## src/rtl/sipo_pkg.sv

```systemverilog
// sipo_pkg: shared bit-order constants, reset value and counter-width helper for the SIPO deserialiser
package sipo_pkg;
  localparam bit SIPO_MSB_FIRST = 1'b1;
  localparam bit SIPO_LSB_FIRST = 1'b0;
  localparam logic SIPO_RST_BIT = 1'b0;
  function automatic int cnt_w(input int width);
    return $clog2(width);
  endfunction
endpackage

```

## src/rtl/sipo_out_slot.sv

```systemverilog
// sipo_out_slot: one-entry valid/ready word slot (clk, rst active-low sync, word/word_done/q_ready/clr_ovf in; q/q_valid/overflow out)
module sipo_out_slot
  import sipo_pkg::*;
#(
  parameter int WIDTH = 8
) (
  input  logic             clk,
  input  logic             rst,
  input  logic [WIDTH-1:0] word,
  input  logic             word_done,
  input  logic             q_ready,
  input  logic             clr_ovf,
  output logic [WIDTH-1:0] q,
  output logic             q_valid,
  output logic             overflow
);
  logic [WIDTH-1:0] q_q, q_d;
  logic v_q, v_d, ovf_q, ovf_d, wr, drop;
  always_comb begin
    wr    = word_done && (!v_q || q_ready);
    drop  = word_done && !wr;
    q_d   = wr ? word : q_q;
    v_d   = wr || (v_q && !q_ready);
    ovf_d = drop || (ovf_q && !clr_ovf);
  end
  always_ff @(posedge clk) begin
    if (!rst) begin
      q_q   <= {WIDTH{SIPO_RST_BIT}};
      v_q   <= 1'b0;
      ovf_q <= 1'b0;
    end else begin
      q_q   <= q_d;
      v_q   <= v_d;
      ovf_q <= ovf_d;
    end
  end
  assign q        = q_q;
  assign q_valid  = v_q;
  assign overflow = ovf_q;
endmodule

```

## src/rtl/sipo_stream.sv

```systemverilog
// sipo_stream: serial-in/parallel-out deserialiser (clk, rst active-low sync, d/d_valid/sof/q_ready/clr_ovf in; q/q_valid/shift_q/bit_cnt/overflow out)
module sipo_stream
  import sipo_pkg::*;
#(
  parameter int WIDTH     = 8,
  parameter bit MSB_FIRST = SIPO_MSB_FIRST,
  localparam int CNT_W    = cnt_w(WIDTH)
) (
  input  logic             clk,
  input  logic             rst,
  input  logic             d,
  input  logic             d_valid,
  input  logic             sof,
  input  logic             q_ready,
  input  logic             clr_ovf,
  output logic [WIDTH-1:0] q,
  output logic             q_valid,
  output logic [WIDTH-1:0] shift_q,
  output logic [CNT_W-1:0] bit_cnt,
  output logic             overflow
);
  logic [WIDTH-1:0] sr_q, sr_d, base;
  logic [CNT_W-1:0] cnt_q, cnt_d;
  logic done;
  always_comb begin
    base  = sof ? {WIDTH{SIPO_RST_BIT}} : sr_q;
    sr_d  = d_valid ? (MSB_FIRST ? {base[WIDTH-2:0], d} : {d, base[WIDTH-1:1]}) : sr_q;
    done  = d_valid && !sof && cnt_q == CNT_W'(WIDTH - 1);
    cnt_d = !d_valid ? cnt_q : sof ? CNT_W'(1) : done ? '0 : cnt_q + 1'b1;
  end
  always_ff @(posedge clk) begin
    if (!rst) begin
      sr_q  <= {WIDTH{SIPO_RST_BIT}};
      cnt_q <= '0;
    end else begin
      sr_q  <= sr_d;
      cnt_q <= cnt_d;
    end
  end
  assign shift_q = sr_q;
  assign bit_cnt = cnt_q;
  sipo_out_slot #(.WIDTH(WIDTH)) u_slot (
    .clk      (clk),
    .rst      (rst),
    .word     (sr_d),
    .word_done(done),
    .q_ready  (q_ready),
    .clr_ovf  (clr_ovf),
    .q        (q),
    .q_valid  (q_valid),
    .overflow (overflow)
  );
endmodule

```

## config.mk

```make
export PLATFORM = sky130hd
export DESIGN_NAME = sipo_stream
export DESIGN_NICKNAME = d
export VERILOG_FILES = /design/src/rtl/sipo_pkg.sv /design/src/rtl/sipo_out_slot.sv /design/src/rtl/sipo_stream.sv
export SDC_FILE = /design/constraint.sdc
export NUM_CORES = 1
export LEC_CHECK = 0
export BUFFER_PORTS_ARGS = -buffer_cell sky130_fd_sc_hd__buf_2
export CAP_MARGIN = 25
export CORE_MARGIN = 2
export CORE_UTILIZATION = 40
export CTS_CLUSTER_DIAMETER = 50
export CTS_CLUSTER_SIZE = 24
export DETAILED_ROUTE_END_ITERATION = 16
export GPL_TIMING_DRIVEN = 1
export PLACE_DENSITY = 0.65
export SYNTH_ARGS = -nofsm -noshare
export SYNTH_HDL_FRONTEND = slang
export SYNTH_SLANG_ARGS = --single-unit
```

## constraint.sdc

```tcl
create_clock -name clk -period 4.1 [get_ports clk]
set_input_delay 0.205 -clock clk [delete_from_list [all_inputs] [get_ports clk]]
set_output_delay 0.205 -clock clk [all_outputs]
set_load 0.05 [all_outputs]
```

==> results of run 1 <==
[layout by cell type (no fill, tap or decap), drive strengths merged]
| cell | netlist | layout |
|---|---|---|
| o21ai | 1 | 1 |
| and2 | 3 | 3 |
| ha | 2 | 2 |
| and2b | 2 | 2 |
| mux2i | 8 | 8 |
| a21boi | 2 | 2 |
| a21oi | 7 | 7 |
| nand2b | 2 | 2 |
| nor2b | 15 | 15 |
| nand2 | 15 | 15 |
| mux2 | 1 | 1 |
| inv | 2 | 2 |
| buf | 4 | 27 |
| dfxtp | 21 | 21 |
| o22ai | 2 | 2 |
| clkbuf | 2 | 4 |
| o211a | 1 | 1 |
| nand3b | 2 | 2 |
[worst paths after layout]
path,from,end,cells past startpoint
setup / recovery,bit_cnt[0],u_slot.q[0],5
hold / removal,q_ready,u_slot.q_valid,3
hold reg to reg,u_slot.q[5],u_slot.q[5],2
setup reg to reg,bit_cnt[0],u_slot.q[0],5
[power breakdown]
part           leakage, µW  switching (µW)  internal [µW]
registers         0.000170            1.71            206
clock network    0.0000150            61.1           37.9
logic             0.000280            17.2           8.46
[stage by stage]
| step | hold slack [ns] | instances | setup slack (ns) | area [µm²] | power (µW) |
|---|---|---|---|---|---|
| after floorplan | 0.410 | 92 | 2.28 | 891 | 232 |
| after global placement | 0.445 | 141 | 2.44 | 1020 | 238 |
| after detailed placement | 0.449 | 141 | 2.39 | 1020 | 238 |
| after CTS | 0.202 | 145 | 2.36 | 1050 | 336 |
| after global routing | 0.211 | 145 | 2.30 | 1050 | 349 |
| final | 0.205 | 145 | 2.38 | 1050 | 332 |
[critical path, cell delays in order, from the launching register on]
cell      delay, ns
dfxtp_1        0.38
ha_1           0.16
ha_1           0.20
nand3b_2       0.11
nor2b_2        0.44
mux2_4         0.34
[cells in the mapped netlist, types with 2 or more instances]
master,count
and2_1,3
a21boi_0,2
a21oi_1,7
ha_1,2
inv_1,2
nor2b_1,14
buf_2,2
dfxtp_1,21
mux2i_1,8
o22ai_1,2
nand2_1,15
and2b_2,2
[cell families after synthesis]
| kind of cell | Yosys count | share of synthesized area, % |
|---|---|---|
| buffers and inverters | 8 | 5.06 |
| multiplexers | 9 | 10.7 |
| flip-flops | 21 | 47.2 |
| AND/OR/NAND/NOR | 39 | 25.6 |
| adder cells (fa/ha/maj) | 2 | 2.81 |
| AO/OA/AOI/OAI | 13 | 8.71 |
[routing by layer]
layer	vias to the layer above	wire length [µm]
li1	351	-
met1	286	859
met2	13	757
met3	4	73
met4	0	25
met5	-	0
[sequential cells by signal, summed over array words and instances, names as in the netlist]
| name | cells |
|---|---|
| shift_q | 8 |
| u_slot.q | 8 |
| bit_cnt | 3 |
| u_slot.overflow | 1 |
| u_slot.q_valid | 1 |
[final cells by class]
cell class,count,area [µm²]
tap,28,35.0
clock buffer,4,26.3
timing repair buffer,27,135
inverter,2,7.51
fill,209,1100
multi-input combinational,63,425
sequential,21,420
==> flow_metrics.env, run 1 <==
export IMPL_status="complete, no violations"
export IMPL_maxCapViolCount=0
export IMPL_yosysTopAreaCell="dfxtp_1"
export IMPL_async_flop_share_pct=0
export IMPL_post_drt_wl_per_cell_um=11.8
export IMPL_fp_row_count=17
export IMPL_clk_insertion_delay_late_ns=0.30
export IMPL_via_per_inst=4.51
export IMPL_die_h_um=51.2
export IMPL_synth_avg_cell_area_um2=9.68
export IMPL_cts_repair_resized=0
export IMPL_initial_utilization_pct=41.5
export IMPL_yosysTopAreaCellShare_pct=47.2
export IMPL_ir_drop_v=0.000125
export IMPL_grt_max_degree=29
export IMPL_setup_viol=0
export IMPL_syn_nets=101
export IMPL_pin_count=28
export IMPL_overflow=0
export IMPL_clk_pin_slew_ns=0.11
export IMPL_nets=127
export IMPL_rrSetupSlack_ns=2.38
export IMPL_ys_seq_area_share_pct=47.2
export IMPL_area_growth_pct=17.8
export IMPL_synth_edf_count=0
export IMPL_met1_usage_pct=21.5
export IMPL_tritoncts="built"
export IMPL_leakagePower_uw=0.000464
export IMPL_powerDensity_mw_per_mm2=317
export IMPL_fin_crit_sh_pct=42.0
export IMPL_synth_area_leaders="dfxtp_1, nor2b_1, mux2i_1"
export IMPL_rsz0062_at_grt="false"
export IMPL_timing_fmax_mhz=581
export IMPL_htreeDepth=1
export IMPL_drive_above_1_share_pct=30.8
export IMPL_yosysWarningCount=0
export IMPL_busiest_layer="met1"
export IMPL_drc=0
export IMPL_start_kind="flop"
export IMPL_grt_usage_pct=15.1
export IMPL_clockBufferDepth=2
export IMPL_timing_final_crit_period_ns=1.72
export IMPL_synth_cells=92
export IMPL_antenna_diode_count=0
export IMPL_synth_cell_type_count=24
export IMPL_cp_end_kind="flop"
export IMPL_worstMarginPinSlew_ns=0.502
export IMPL_hold_buffers=0
export IMPL_cp_required_ns=4.30
export IMPL_antenna_left=0
export IMPL_cp_max_fo=8
export IMPL_dpl_hpwl_um=1230
export IMPL_synth_seq_cells=21
export IMPL_design_die_area_mm2=0.00262
export IMPL_core_area_mm2=0.00215
export IMPL_cts_setup_buffers=0
export IMPL_die_w_um=51.2
export IMPL_drt_first_pass_iters=2
export IMPL_relSlewSlack_pct=66.3
export IMPL_drv_slew=0
export IMPL_fin_util_pct=48.9
export IMPL_grt_pass1_wl_um=2900
export IMPL_finalSetupTns_ns=0
export IMPL_path_class="reg2reg"
export IMPL_met2_usage_pct=21.2
export IMPL_ys_flop_type="dfxtp_1"
export IMPL_cts_sinks=21
export IMPL_finalHoldViolCount=0
export IMPL_totalWireLength_um=1720
export IMPL_fin_skew_ns=0.00155
export IMPL_cts_root_buf="clkbuf_4"
export IMPL_synth_area_um2=891
export IMPL_grtUsageMet3_pct=2.92
export IMPL_hold_path_class="in2reg"
export IMPL_routabilityCongestion=0.678
export IMPL_first_global_vias=611
export IMPL_port_buffers=27
export IMPL_drt_iter0_drc=11
export IMPL_numCtsBuffers=3
export IMPL_cp_arrival_ns=1.92
export IMPL_antenna_found_initial=0
export IMPL_num_vias=654
(Power assumes the default switching activity.)
==> run 2: changes to the inputs <==
Clock period 4.1 ns to 1.75 ns, I/O delays scaled along.
==> flow_metrics.env, run 2 (synthesis results as in run 1) <==
export IMPL_powerDensity_mw_per_mm2=725
export IMPL_clk_pin_slew_ns=0.11
export IMPL_cpMaxStageDelayCell="dfxtp_2"
export IMPL_cp_end_kind="flop"
export IMPL_cp_required_ns=1.97
export IMPL_cp_max_fo=4
export IMPL_final_cell_mix="buf_2, dfxtp_1, nand2_1, nor2b_1, mux2i_1"
export IMPL_dpl_hpwl_um=1180
export IMPL_hold_buffers=0
export IMPL_dp_cells=143
export IMPL_initial_utilization_pct=41.5
export IMPL_finalHoldViolCount=0
export IMPL_routabilityCongestion=0.674
export IMPL_nets=129
export IMPL_num_vias=687
export IMPL_n_fill_cell=228
export IMPL_antenna_diode_count=0
export IMPL_pin_count=28
export IMPL_drive_above_1_share_pct=33.6
export IMPL_antenna_left=0
export IMPL_relSlewSlack_pct=72.4
export IMPL_tritoncts="built"
export IMPL_totalWireLength_um=1630
export IMPL_cpLargestDelayFamily="flip-flops"
export IMPL_antenna_found_initial=0
export IMPL_timing_fmax_mhz=677
export IMPL_ir_drop_v=0.000391
export IMPL_setup_viol=0
export IMPL_clockBufferDepth=2
export IMPL_design_die_area_mm2=0.00262
export IMPL_max_stage_delay_ns=0.36
export IMPL_start_kind="flop"
export IMPL_grt_usage_pct=13.3
export IMPL_critical_path_most_common_cell="ha_1"
export IMPL_drc=0
export IMPL_cts_root_buf="clkbuf_4"
export IMPL_rsz0062_at_grt="false"
export IMPL_drt_iter0_drc=10
export IMPL_die_h_um=51.2
export IMPL_grt_max_degree=29
export IMPL_timing_final_crit_period_ns=1.48
export IMPL_first_global_vias=575
export IMPL_cts_sinks=21
export IMPL_status="complete, no violations"
export IMPL_hold_path_class="in2reg"
export IMPL_drt_first_pass_iters=4
export IMPL_overflow=0
export IMPL_port_buffers=27
export IMPL_htreeDepth=1
export IMPL_grt_pass1_wl_um=2600
export IMPL_die_w_um=51.2
export IMPL_cts_setup_buffers=0
export IMPL_stdcell_count=147
export IMPL_leakagePower_uw=0.000476
export IMPL_seqCellArea_um2=423
export IMPL_worstMarginPinSlew_ns=0.414
export IMPL_final_common_cell="buf_2"
export IMPL_multiInputGateArea_um2=425
export IMPL_critPathBufInv=1
export IMPL_post_drt_wl_per_cell_um=11.1
export IMPL_fin_skew_ns=0.00131
export IMPL_fp_row_count=17
export IMPL_maxCapViolCount=0
export IMPL_cts_repair_resized=0
export IMPL_via_per_inst=4.67
export IMPL_drv_slew=0
export IMPL_fin_crit_sh_pct=84.4
export IMPL_path_class="reg2reg"
export IMPL_cp_arrival_ns=1.70
export IMPL_area_growth_pct=19.8
export IMPL_finalSetupTns_ns=0
export IMPL_numCtsBuffers=3
export IMPL_clk_insertion_delay_late_ns=0.29
export IMPL_path_cells="ha_1 -> ha_1 -> nand3b_2 -> nor2b_2 -> buf_4 -> mux2i_1"
export IMPL_core_area_mm2=0.00215
-- run 2: final timing paths --
kind,slack (ns),start,end,depth (start not counted)
max reg2reg,0.27,bit_cnt[0],u_slot.q[5],6
max,0.27,bit_cnt[0],u_slot.q[5],6
min reg2reg,0.46,u_slot.q[6],u_slot.q[6],2
min,0.1,q_ready,u_slot.q_valid,3
-- run 2: power by group --
| group | switching (µW) | internal [µW] |
|---|---|---|
| Combinational | 40.0 | 19.8 |
| Clock | 138 | 88.5 |
| Sequential | 4.02 | 483 |
-- run 2: per-layer routing --
metal  vias to the layer above  part of all wire, %  global-route usage [%]
li1                        356                    -                       -
met2                        18                   42                    19.7
met5                         -                    0                       0
met4                         0                 0.80                    5.41
met1                       311                   51                    18.2
met3                         2                  6.0                    3.51
-- run 2: cell type report --
type / count / area share (%)
multi-input cells: 63 / 39.9
well taps: 28 / 3.28
repair buffers: 29 / 14.1
clock buffers: 4 / 2.46
inverters: 2 / 0.703
flip-flops and latches: 21 / 39.6
-- run 2: worst min-delay path: stages --
cell      delay (ns)
buf_2           0.08
nand2b_4        0.12
a21boi_0        0.07
-- run 2: through the flow --
stage | hold WS, ns | total power [µW] | utilization [%] | area, µm² | worst slack (ns)
global route | 0.104 | 814 | 49.7 | 1070 | 0.152
floorplan | 0.293 | 543 | - | 893 | 0.0701
finish | 0.0985 | 773 | 49.7 | 1070 | 0.274
CTS | 0.0979 | 782 | 49.7 | 1070 | 0.242
global placement | 0.415 | 557 | 48.5 | 1040 | 0.353
detailed placement | 0.416 | 558 | 48.5 | 1040 | 0.274
==> run 3: changes to the inputs <==
Settings changed: ABC_AREA from default to 1, PLACE_DENSITY 0.65 to 0.68.
Clock period 1.75 ns to 1.3 ns, I/O delays scaled along.
==> flow_metrics.env, run 3 <==
export IMPL_synth_cell_type_count=16
export IMPL_synth_cells=124
export IMPL_post_drt_wl_per_cell_um=10.2
export IMPL_fin_ws_ns=0.0598
export IMPL_power_frac_comb_pct=8.9
export IMPL_synth_area_leaders="dfxtp_1, nand2_1, nor2_1"
export IMPL_fin_skew_ns=0.00705
export IMPL_dp_slack_ns=0.0132
export IMPL_clk_pin_slew_ns=0.11
export IMPL_synth_edf_count=0
export IMPL_relSlewSlack_pct=73.9
export IMPL_dp_cells=176
export IMPL_antenna_left=0
export IMPL_synth_simple_area_share_pct=33.8
export IMPL_area_growth_pct=24.6
export IMPL_tritoncts="built"
export IMPL_critPathBufInv=0
export IMPL_fin_crit_sh_pct=95.4
export IMPL_via_per_inst=4.64
export IMPL_timing_hold_ws_ns=0.0380
export IMPL_initial_utilization_pct=41.4
export IMPL_fp_row_count=17
export IMPL_p_sw_uw=256
export IMPL_timing_final_crit_period_ns=1.24
export IMPL_cts_repair_resized=0
export IMPL_drive_above_1_share_pct=28.8
export IMPL_yosysTopAreaCellShare_pct=47.3
export IMPL_grt_max_degree=15
export IMPL_design_die_area_mm2=0.00261
export IMPL_ir_drop_v=0.000438
export IMPL_port_buffers=27
export IMPL_die_h_um=51.1
export IMPL_rsz0062_at_grt="true"
export IMPL_async_flop_share_pct=0
export IMPL_numCtsBuffers=3
export IMPL_nets=163
export IMPL_dpl_hpwl_um=1320
export IMPL_drv_slew=0
export IMPL_cp_arrival_ns=1.47
export IMPL_cp_end_kind="flop"
export IMPL_power_share_sequential_pct=62.4
export IMPL_ys_flop_type="dfxtp_1"
export IMPL_drt_first_pass_iters=4
export IMPL_antenna_found_initial=0
export IMPL_yosysTopAreaCell="dfxtp_1"
export IMPL_synth_compound_area_share_pct=7.32
export IMPL_maxCapViolCount=0
export IMPL_path_cells="ha_1 -> ha_4 -> or2_2 -> a21oi_1"
export IMPL_path_class="reg2reg"
export IMPL_status="complete, no violations"
export IMPL_routabilityCongestion=0.715
export IMPL_cts_root_buf="clkbuf_4"
export IMPL_synth_avg_cell_area_um2=7.16
export IMPL_cp_max_fo=5
export IMPL_clock_power_share_pct=28.8
export IMPL_finalHoldViolCount=0
export IMPL_cts_sinks=21
export IMPL_synth_adder_area_share_pct=2.82
export IMPL_timing_fmax_mhz=806
export IMPL_drc=0
export IMPL_cpMaxStageDelayCell="dfxtp_4"
export IMPL_core_area_mm2=0.00215
export IMPL_pin_count=28
export IMPL_cts_setup_buffers=0
export IMPL_internal_power_uw=792
export IMPL_antenna_diode_count=0
export IMPL_synth_top_family_by_area="simple AND/OR/NAND/NOR gates"
export IMPL_synth_area_um2=888
export IMPL_stdcell_count=181
export IMPL_powerDensity_mw_per_mm2=947
export IMPL_clockBufferDepth=2
export IMPL_synth_seq_cells=21
export IMPL_max_stage_delay_ns=0.37
export IMPL_drt_iter0_drc=5
export IMPL_ys_seq_area_share_pct=47.3
export IMPL_cp_required_ns=1.53
export IMPL_yosysWarningCount=0
export IMPL_leakagePower_uw=0.000600
export IMPL_cpLargestDelayFamily="adder cells"
export IMPL_final_cell_mix="nand2_1, buf_2, nor2_1, dfxtp_1, inv_1"
export IMPL_synth_xor_area_share_pct=0
export IMPL_hold_buffers=0
export IMPL_synthMostInstantiatedCell="nand2_1"
export IMPL_fin_util_pct=51.5
export IMPL_first_global_vias=732
export IMPL_final_common_cell="nand2_1"
export IMPL_worstMarginPinSlew_ns=0.391
export IMPL_grt_pass1_wl_um=3060
export IMPL_p_sw_share_pct=24.4
export IMPL_hold_path_class="in2reg"
export IMPL_syn_nets=133
export IMPL_clk_insertion_delay_late_ns=0.29
export IMPL_start_kind="flop"
export IMPL_synth_commonest_cells="nand2_1, nor2_1, dfxtp_1, inv_1, a21oi_1"
export IMPL_die_w_um=51.1
export IMPL_finalSetupTns_ns=0
export IMPL_grt_usage_pct=15.2
export IMPL_htreeDepth=1
export IMPL_setup_viol=0
export IMPL_overflow=0
export IMPL_num_vias=839
export IMPL_muxShareOfSynthArea_pct=0
export IMPL_totalWireLength_um=1850
## run 3: cell count changes in the layout (fill, tap and decap cells not counted), moves of 3 or more
cell and delta:
nand2_1 +20, a21oi_1 +4, inv_1 +10, nand3_1 +7
mux2i_1 -8, nor2_1 +22, and2_1 -3, nor2b_1 -14
## run 3: routing by layer
| layer | vias up | GRT usage [%] | part of all wire, % | routed length [µm] |
|---|---|---|---|---|
| met1 | 379 | 19.4 | 47 | 879 |
| met4 | 0 | 4.05 | 0.65 | 12 |
| met2 | 16 | 26.2 | 48 | 889 |
| li1 | 442 | - | - | - |
| met3 | 2 | 2.63 | 3.9 | 72 |
| met5 | - | 0 | 0 | 0 |
## run 3: final timing paths
| path | start | end | slack [ns] | depth (start not counted) |
|---|---|---|---|---|
| min | clr_ovf | u_slot.overflow | 0.04 | 4 |
| min reg2reg | bit_cnt[1] | bit_cnt[1] | 0.50 | 2 |
| max reg2reg | bit_cnt[0] | bit_cnt[0] | 0.06 | 4 |
| max | bit_cnt[0] | bit_cnt[0] | 0.06 | 4 |
## run 3: power groups by stage
stage | Combinational [µW] | Sequential (µW) | Clock (µW)
after global routing | 102 | 656 | 343
after CTS | 92.6 | 654 | 316
after floorplan | 38.1 | 692 | 0
final | 93.2 | 654 | 301
after detailed placement | 92.0 | 669 | 0
after global placement | 90.0 | 668 | 0
## run 3: area by class of cell
type,count,area (µm²)
clock buffer,4,26.3
fill,223,1040
inverter,14,52.6
multi-input combinational,86,420
sequential,21,430
tap,28,35.0
timing repair buffer,28,143
## run 3: worst min-delay path: cells and delay by family
family	cells	cell delay (ns)
buffers and inverters	1	0.07
and+or+nand+nor	3	0.16
## run 3: cells by family (layout without fill, tap and decap cells)
group | count (synthesis) | in the layout
DFF | 21 | 21
buffers and inverters | 18 | 46
and+or+nand+nor | 70 | 71
AOI/OAI and AO/OA | 13 | 13
adders and majority gates | 2 | 2
## run 3: metrics by stage
| stage | power, µW | instance area [µm²] |
|---|---|---|
| 2_1_floorplan | 731 | 898 |
| 3_3_place_gp | 758 | 1050 |
| 3_5_place_dp | 761 | 1050 |
| 4_1_cts | 1060 | 1080 |
| 5_1_grt | 1100 | 1110 |
| 6_report | 1050 | 1110 |
